File: config.mk
export PLATFORM = sky130hd
export DESIGN_NAME = con_ff_unit
export DESIGN_NICKNAME = d
export VERILOG_FILES = /design/src/rtl/con_ff_unit.sv
export SDC_FILE = /design/constraint.sdc
export NUM_CORES = 1
export LEC_CHECK = 0
export BUFFER_PORTS_ARGS = -buffer_cell sky130_fd_sc_hd__clkbuf_2
export CAP_MARGIN = 20
export CORE_MARGIN = 2
export CORE_UTILIZATION = 28
export CTS_BUF_LIST = sky130_fd_sc_hd__clkbuf_8 sky130_fd_sc_hd__clkbuf_16
export CTS_CLUSTER_SIZE = 8
export DETAILED_ROUTE_END_ITERATION = 16
export PLACE_DENSITY = 0.88
export SETUP_SLACK_MARGIN = 0.5
export SYNTH_ARGS = -nofsm -noshare
export SYNTH_HDL_FRONTEND = slang
export SYNTH_SLANG_ARGS = --single-unit
File: constraint.sdc
create_clock -name clk -period 1.8 [get_ports clk]
set_input_delay 0.18 -clock clk [delete_from_list [all_inputs] [get_ports clk]]
set_output_delay 0.18 -clock clk [all_outputs]
set_load 0.02 [all_outputs]
File: src/rtl/con_ff_unit.sv
// con_ff_unit: branch-condition evaluator with a valid/ack hold register.
// Evaluates one of eight condition codes on bus, captures the result on a
// con_in strobe and holds it until the control sequencer acknowledges it.
// Optional statistics counters are built only when CON_STATS_EN is defined;
// otherwise eval_cnt/taken_cnt are tied to zero and the ports stay in place.
module con_ff_unit #(
  parameter int DATA_W = 32,
  parameter int CNT_W  = 16
) (
  input  logic              clk,
  input  logic              clr,
  input  logic [DATA_W-1:0] bus,
  input  logic [2:0]        cond,
  input  logic              con_in,
  input  logic              con_ack,
  output logic              con_out,
  output logic              con_valid,
  output logic              con_ovr,
  output logic [CNT_W-1:0]  eval_cnt,
  output logic [CNT_W-1:0]  taken_cnt
);

  typedef enum logic {IDLE, HELD} state_t;

  state_t state_q, state_d;
  logic   out_q, out_d;
  logic   ovr_q, ovr_d;
  logic   flag_z, flag_n, eval;

  // Condition decode: pure function of bus and cond, sampled only on capture.
  always_comb begin
    flag_z = (bus == '0);
    flag_n = bus[DATA_W-1];
    eval   = 1'b0;
    case (cond)
      3'b000:  eval = flag_z;
      3'b001:  eval = !flag_z;
      3'b010:  eval = !flag_n;
      3'b011:  eval = flag_n;
      3'b100:  eval = !flag_n && !flag_z;
      3'b101:  eval = flag_n || flag_z;
      3'b110:  eval = 1'b1;
      default: eval = 1'b0;
    endcase
  end

  // Next state: capture on strobe, release on ack, flag unacknowledged recapture.
  always_comb begin
    state_d = state_q;
    out_d   = out_q;
    ovr_d   = ovr_q;
    case (state_q)
      IDLE: begin
        if (con_in) begin
          state_d = HELD;
          out_d   = eval;
        end
      end
      HELD: begin
        if (con_in) begin
          out_d = eval;
          if (!con_ack) ovr_d = 1'b1;
        end else if (con_ack) begin
          state_d = IDLE;
        end
      end
      default: state_d = IDLE;
    endcase
  end

  // State register; clr wins over any strobe in the same cycle.
  always_ff @(posedge clk) begin
    if (clr) begin
      state_q <= IDLE;
      out_q   <= 1'b0;
      ovr_q   <= 1'b0;
    end else begin
      state_q <= state_d;
      out_q   <= out_d;
      ovr_q   <= ovr_d;
    end
  end

  assign con_out   = out_q;
  assign con_valid = (state_q == HELD);
  assign con_ovr   = ovr_q;

`ifdef CON_STATS_EN
  localparam logic [CNT_W-1:0] CNT_ONE = {{(CNT_W-1){1'b0}}, 1'b1};

  logic [CNT_W-1:0] eval_cnt_q, eval_cnt_d;
  logic [CNT_W-1:0] taken_cnt_q, taken_cnt_d;

  // Saturating counters advance on the same edge as the capture.
  always_comb begin
    eval_cnt_d  = eval_cnt_q;
    taken_cnt_d = taken_cnt_q;
    if (con_in) begin
      if (eval_cnt_q != '1)          eval_cnt_d  = eval_cnt_q + CNT_ONE;
      if (eval && taken_cnt_q != '1) taken_cnt_d = taken_cnt_q + CNT_ONE;
    end
  end

  // Counter registers, zeroed by clr.
  always_ff @(posedge clk) begin
    if (clr) begin
      eval_cnt_q  <= '0;
      taken_cnt_q <= '0;
    end else begin
      eval_cnt_q  <= eval_cnt_d;
      taken_cnt_q <= taken_cnt_d;
    end
  end

  assign eval_cnt  = eval_cnt_q;
  assign taken_cnt = taken_cnt_q;
`else
  assign eval_cnt  = '0;
  assign taken_cnt = '0;
`endif

endmodule

**Word-level counts from Yosys, hierarchy flattened**

Cells that the tools add are included.

- Eq/ne operators: 6
- Mux-type cells: 6
- Bitwise gates (word level): 2
- Reductions and logical operators: 7

Operators with widths:

| kind | number |
|---|---|
| logical NOT 32 bit | 1 |
| == test 3 bit, second input constant | 3 |
| one-hot mux 1 bit (7 select lines) | 1 |
| == test 3 x 2 -> 1 bit, second input constant | 2 |
| two-way mux 1 bit | 4 |
| == test 3 x 1 -> 1 bit, second input constant | 1 |
| logical NOT 3 bit | 1 |
| AND reduction 3 bit | 1 |
| logical NOT 1 bit | 2 |
| NOT 1 bit | 2 |
| one-hot mux 1 bit (2 select lines) | 1 |
| logical AND 1 bit | 1 |
| logical OR 1 bit | 1 |

- Bits in registers: 3
- Bits of input ports: 39
- Logic and storage cells: 24

**Logic depth before layout (Yosys ltp)**

- Depth in word-level cells: 5
- Depth in mapped cells: 5
- Gate-level depth less buffers: 5

**Worst setup path after synthesis**

OpenSTA, ideal clock, no wires.

- Path kind: input port to flip-flop
- Start point: in bus[25]
- End point: reg out_q (netlist: con_out)
- Setup time: 0.088 ns
- Data arrival time: 1.326 ns
- Setup slack: 0.386 ns
- Stages: 5
- Path buffers: 0
- Cell sequence: nor4_2 nand4_1 o41a_1 a21o_1 a311oi_2

- Longest elaborated chain between the ends: 5
- Elaborated cells on any way between the ends: 6
- Classes of those cells: mux (2); reduce/logical (4)

Ends and longest elaborated chain:

| item | line | source |
|---|---|---|
| start, declared | 12 | `input logic [DATA_W-1:0] bus,` |
| logical NOT 32 bit (*) | 32 | `flag_z = (bus == '0);` |
| logical NOT 1 bit | 37, 40 |  |
| logical AND 1 bit | 40 | `3'b100: eval = !flag_n && !flag_z;` |
| one-hot mux 1 bit (7 select lines) (*) | 35 | `case (cond)` |
| two-way mux 1 bit (*) | 54, 60 |  |
| end signal, assigned | 79 | `out_q <= out_d;` |
| end, declared | 26 | `logic out_q, out_d;` |

Mark *: on every way between the ends. The rest lies on a longest branch, timed or not. The select of a mux whose other input is x is not followed.
A chain may end at the register's enable or synchronous reset.

**Worst setup path after layout**

- Start point: in bus[15]
- End point: reg out_q (netlist: con_out)

Same word-level chain as after synthesis.

==> flow_summary.toml <==
[floorplanning]
pin_count = 74
core.rowCount = 14
initial_core_util_pct = 30.82
coreArea_um2 = 1559
die_w_um = 45.43
die_h_um = 45.43
die_area_um2 = 2063

[logic_synthesis]
netlist_instances = 60
ys_seq_elements = 3
synthDistinctLibCells = 17
synth-seq-area-share_pct = 12.50
syn_area_um2 = 480.5
avgSynthCellArea_um2 = 8.008
yosys_warnings = 0

[run_status]
status = "finished, violations left"
violations = "DRC"

[sta]
skew_ns = 0.0009030
setup_viol = 0
setup_ws_ns = 0.4714
post-route-period-util_pct = 73.81
layout_min_cycle_time_ns = 1.329
hold_viol = 0
drv_slew = 0
finalSetupTns_ns = 0
fmax_mhz = 752.7
rsz0062_at_grt = "yes"

[layout]
fillers = 174
syn_to_final_growth_pct = 41.15
n_antenna_cell = 0
final_nets = 146
final_cell_mix = "clkbuf_2, conb_1, nor4_2, nor2_1"
final_common_cell = "clkbuf_2"
drive_gt1_share_pct = 50.94

[placement]
dp_hpwl_um = 996.5
numPortBuffers = 41
pre_cts_slack_ns = 0.2079
gp_congestion = 0.6777

[global_route]
grt_max_degree = 5
grt_use_total_pct = 11.28
grt_first_pass_wirelength_um = 1593
grt_overflow = 0
grt_pass1_vias = 441
antenna_found_initial = 0

[worst_setup_path]
worstReg2RegStart = "con_valid"
reg2reg_slack_ns = 1.06
start_kind = "input port"
required_ns = 1.93
crit_fanout = 2
crit_start = "bus[15]"
cp-end-kind = "flop"
cp_data_arrival_time_ns = 1.46
path_class = "input port to flop"

[min_path]
min_path_type = "input port to flop"
hp-start = "clr"

[clock_tree]
insertion_delay_ns = 0.22
numCtsBuffers = 3
cts.sinks = 3
cts.reportedPaths.clkPinSlew_ns = 0.03
cts_root_buffer = "clkbuf_8"
tritoncts = "built"
htree_levels = 1
cts_max_path_buffers = 2

[routing]
num_vias = 498
wl_per_cell_um = 9.156
drt_wl_total_um = 1117
ant_nets = 0
drc = 1
firstDrtPassIters = 9
initialDrtViolationCount = 1
viasPerCell = 4.082

[run]
cap_violations = 0

[pwr]
ir_drop_mv = 0.4076
p_per_area_nw_per_um2 = 600.4
leakagePower_nw = 0.3758
-- timing repair --
item | in CTS | in global routing
pin swaps | 4 | 4
setup buffers | 1 | 1
setup endpoints to repair | 1 | 1
resized for setup | 2 | 1
hold buffers | 0 | 0
-- routing by layer --
metal | vias up | global-route usage (%) | routed length (um)
li1 | 238 | - | -
met1 | 209 | 10.24 | 345
met2 | 49 | 20.28 | 614
met3 | 2 | 2.381 | 132
met4 | 0 | 10.59 | 25
met5 | - | 0 | 0
-- kinds of logic after synthesis --
kind of cell           synth area share [%]
other                                0.7805
and+or+nand+nor                       23.70
DFF                                   12.50
buffers and inverters                 50.78
AOI/OAI and AO/OA                     12.24
-- state kept, by name, indices dropped and copies added (netlist names) --
register,count
con_out,1
con_ovr,1
con_valid,1
-- worst max-delay path, cell delays in order --
cell,delay (ns)
clkbuf_2,0.08
nor4_2,0.28
nand4_1,0.15
o41a_1,0.41
a21o_1,0.18
a311oi_2,0.18
-- cell type report --
type / count / area (um2) / share of cell area, %
clock buffer: 3 / 41.29 / 6.089
clock inverter: 1 / 3.754 / 0.5535
inverter: 1 / 3.754 / 0.5535
multi-input combinational: 55 / 329.1 / 48.52
sequential: 3 / 60.06 / 8.856
tap: 16 / 20.02 / 2.952
timing repair buffer: 43 / 220.2 / 32.47
-- where the power goes --
part | leakage (nW) | switching (W) | internal (W)
combinational | 0.324 | 0.0000975 | 0.0000462
clock | 0.0269 | 0.0000454 | 0.000145
sequential | 0.0248 | 0.00000177 | 0.0000711
-- metrics by stage --
stage / instance area [um2] / total power [W] / hold WS [ns] / utilization (%) / instances
floorplan: 614.3 / 0.0002084 / 0.2479 / - / 91
global placement: 599.3 / 0.0002087 / 0.3796 / 38.44 / 116
detailed placement: 599.3 / 0.0002109 / 0.3852 / 38.44 / 116
CTS: 664.4 / 0.0004083 / 0.1577 / 42.62 / 121
global route: 678.2 / 0.0004291 / 0.1688 / 43.50 / 122
finish: 678.2 / 0.0004072 / 0.1616 / 43.50 / 122
-- synth_stat cells --
cell type | n | area (um2)
o21ai_0 | 1 | 5.000
nor4_1 | 4 | 25.02
nor2_1 | 4 | 15.01
a21boi_0 | 1 | 7.510
dfxtp_1 | 3 | 60.06
nor2b_1 | 1 | 6.260
inv_1 | 1 | 3.750
a21o_1 | 1 | 7.510
nor4_2 | 4 | 50.05
conb_1 | 1 | 3.750
nand3_1 | 1 | 5.000
o211ai_1 | 1 | 7.510
o41a_1 | 1 | 11.26
a311oi_2 | 1 | 15.01
nand4_1 | 2 | 12.51
buf_4 | 32 | 240.2
a21oi_1 | 1 | 5.000
-- path summary, 6_finish.rpt --
path                  end  cells past startpoint
hold / removal    con_out                      2
setup reg to reg  con_ovr                      3
setup / recovery  con_out                      6
hold reg to reg   con_ovr                      2
(Power assumes the default switching activity.)
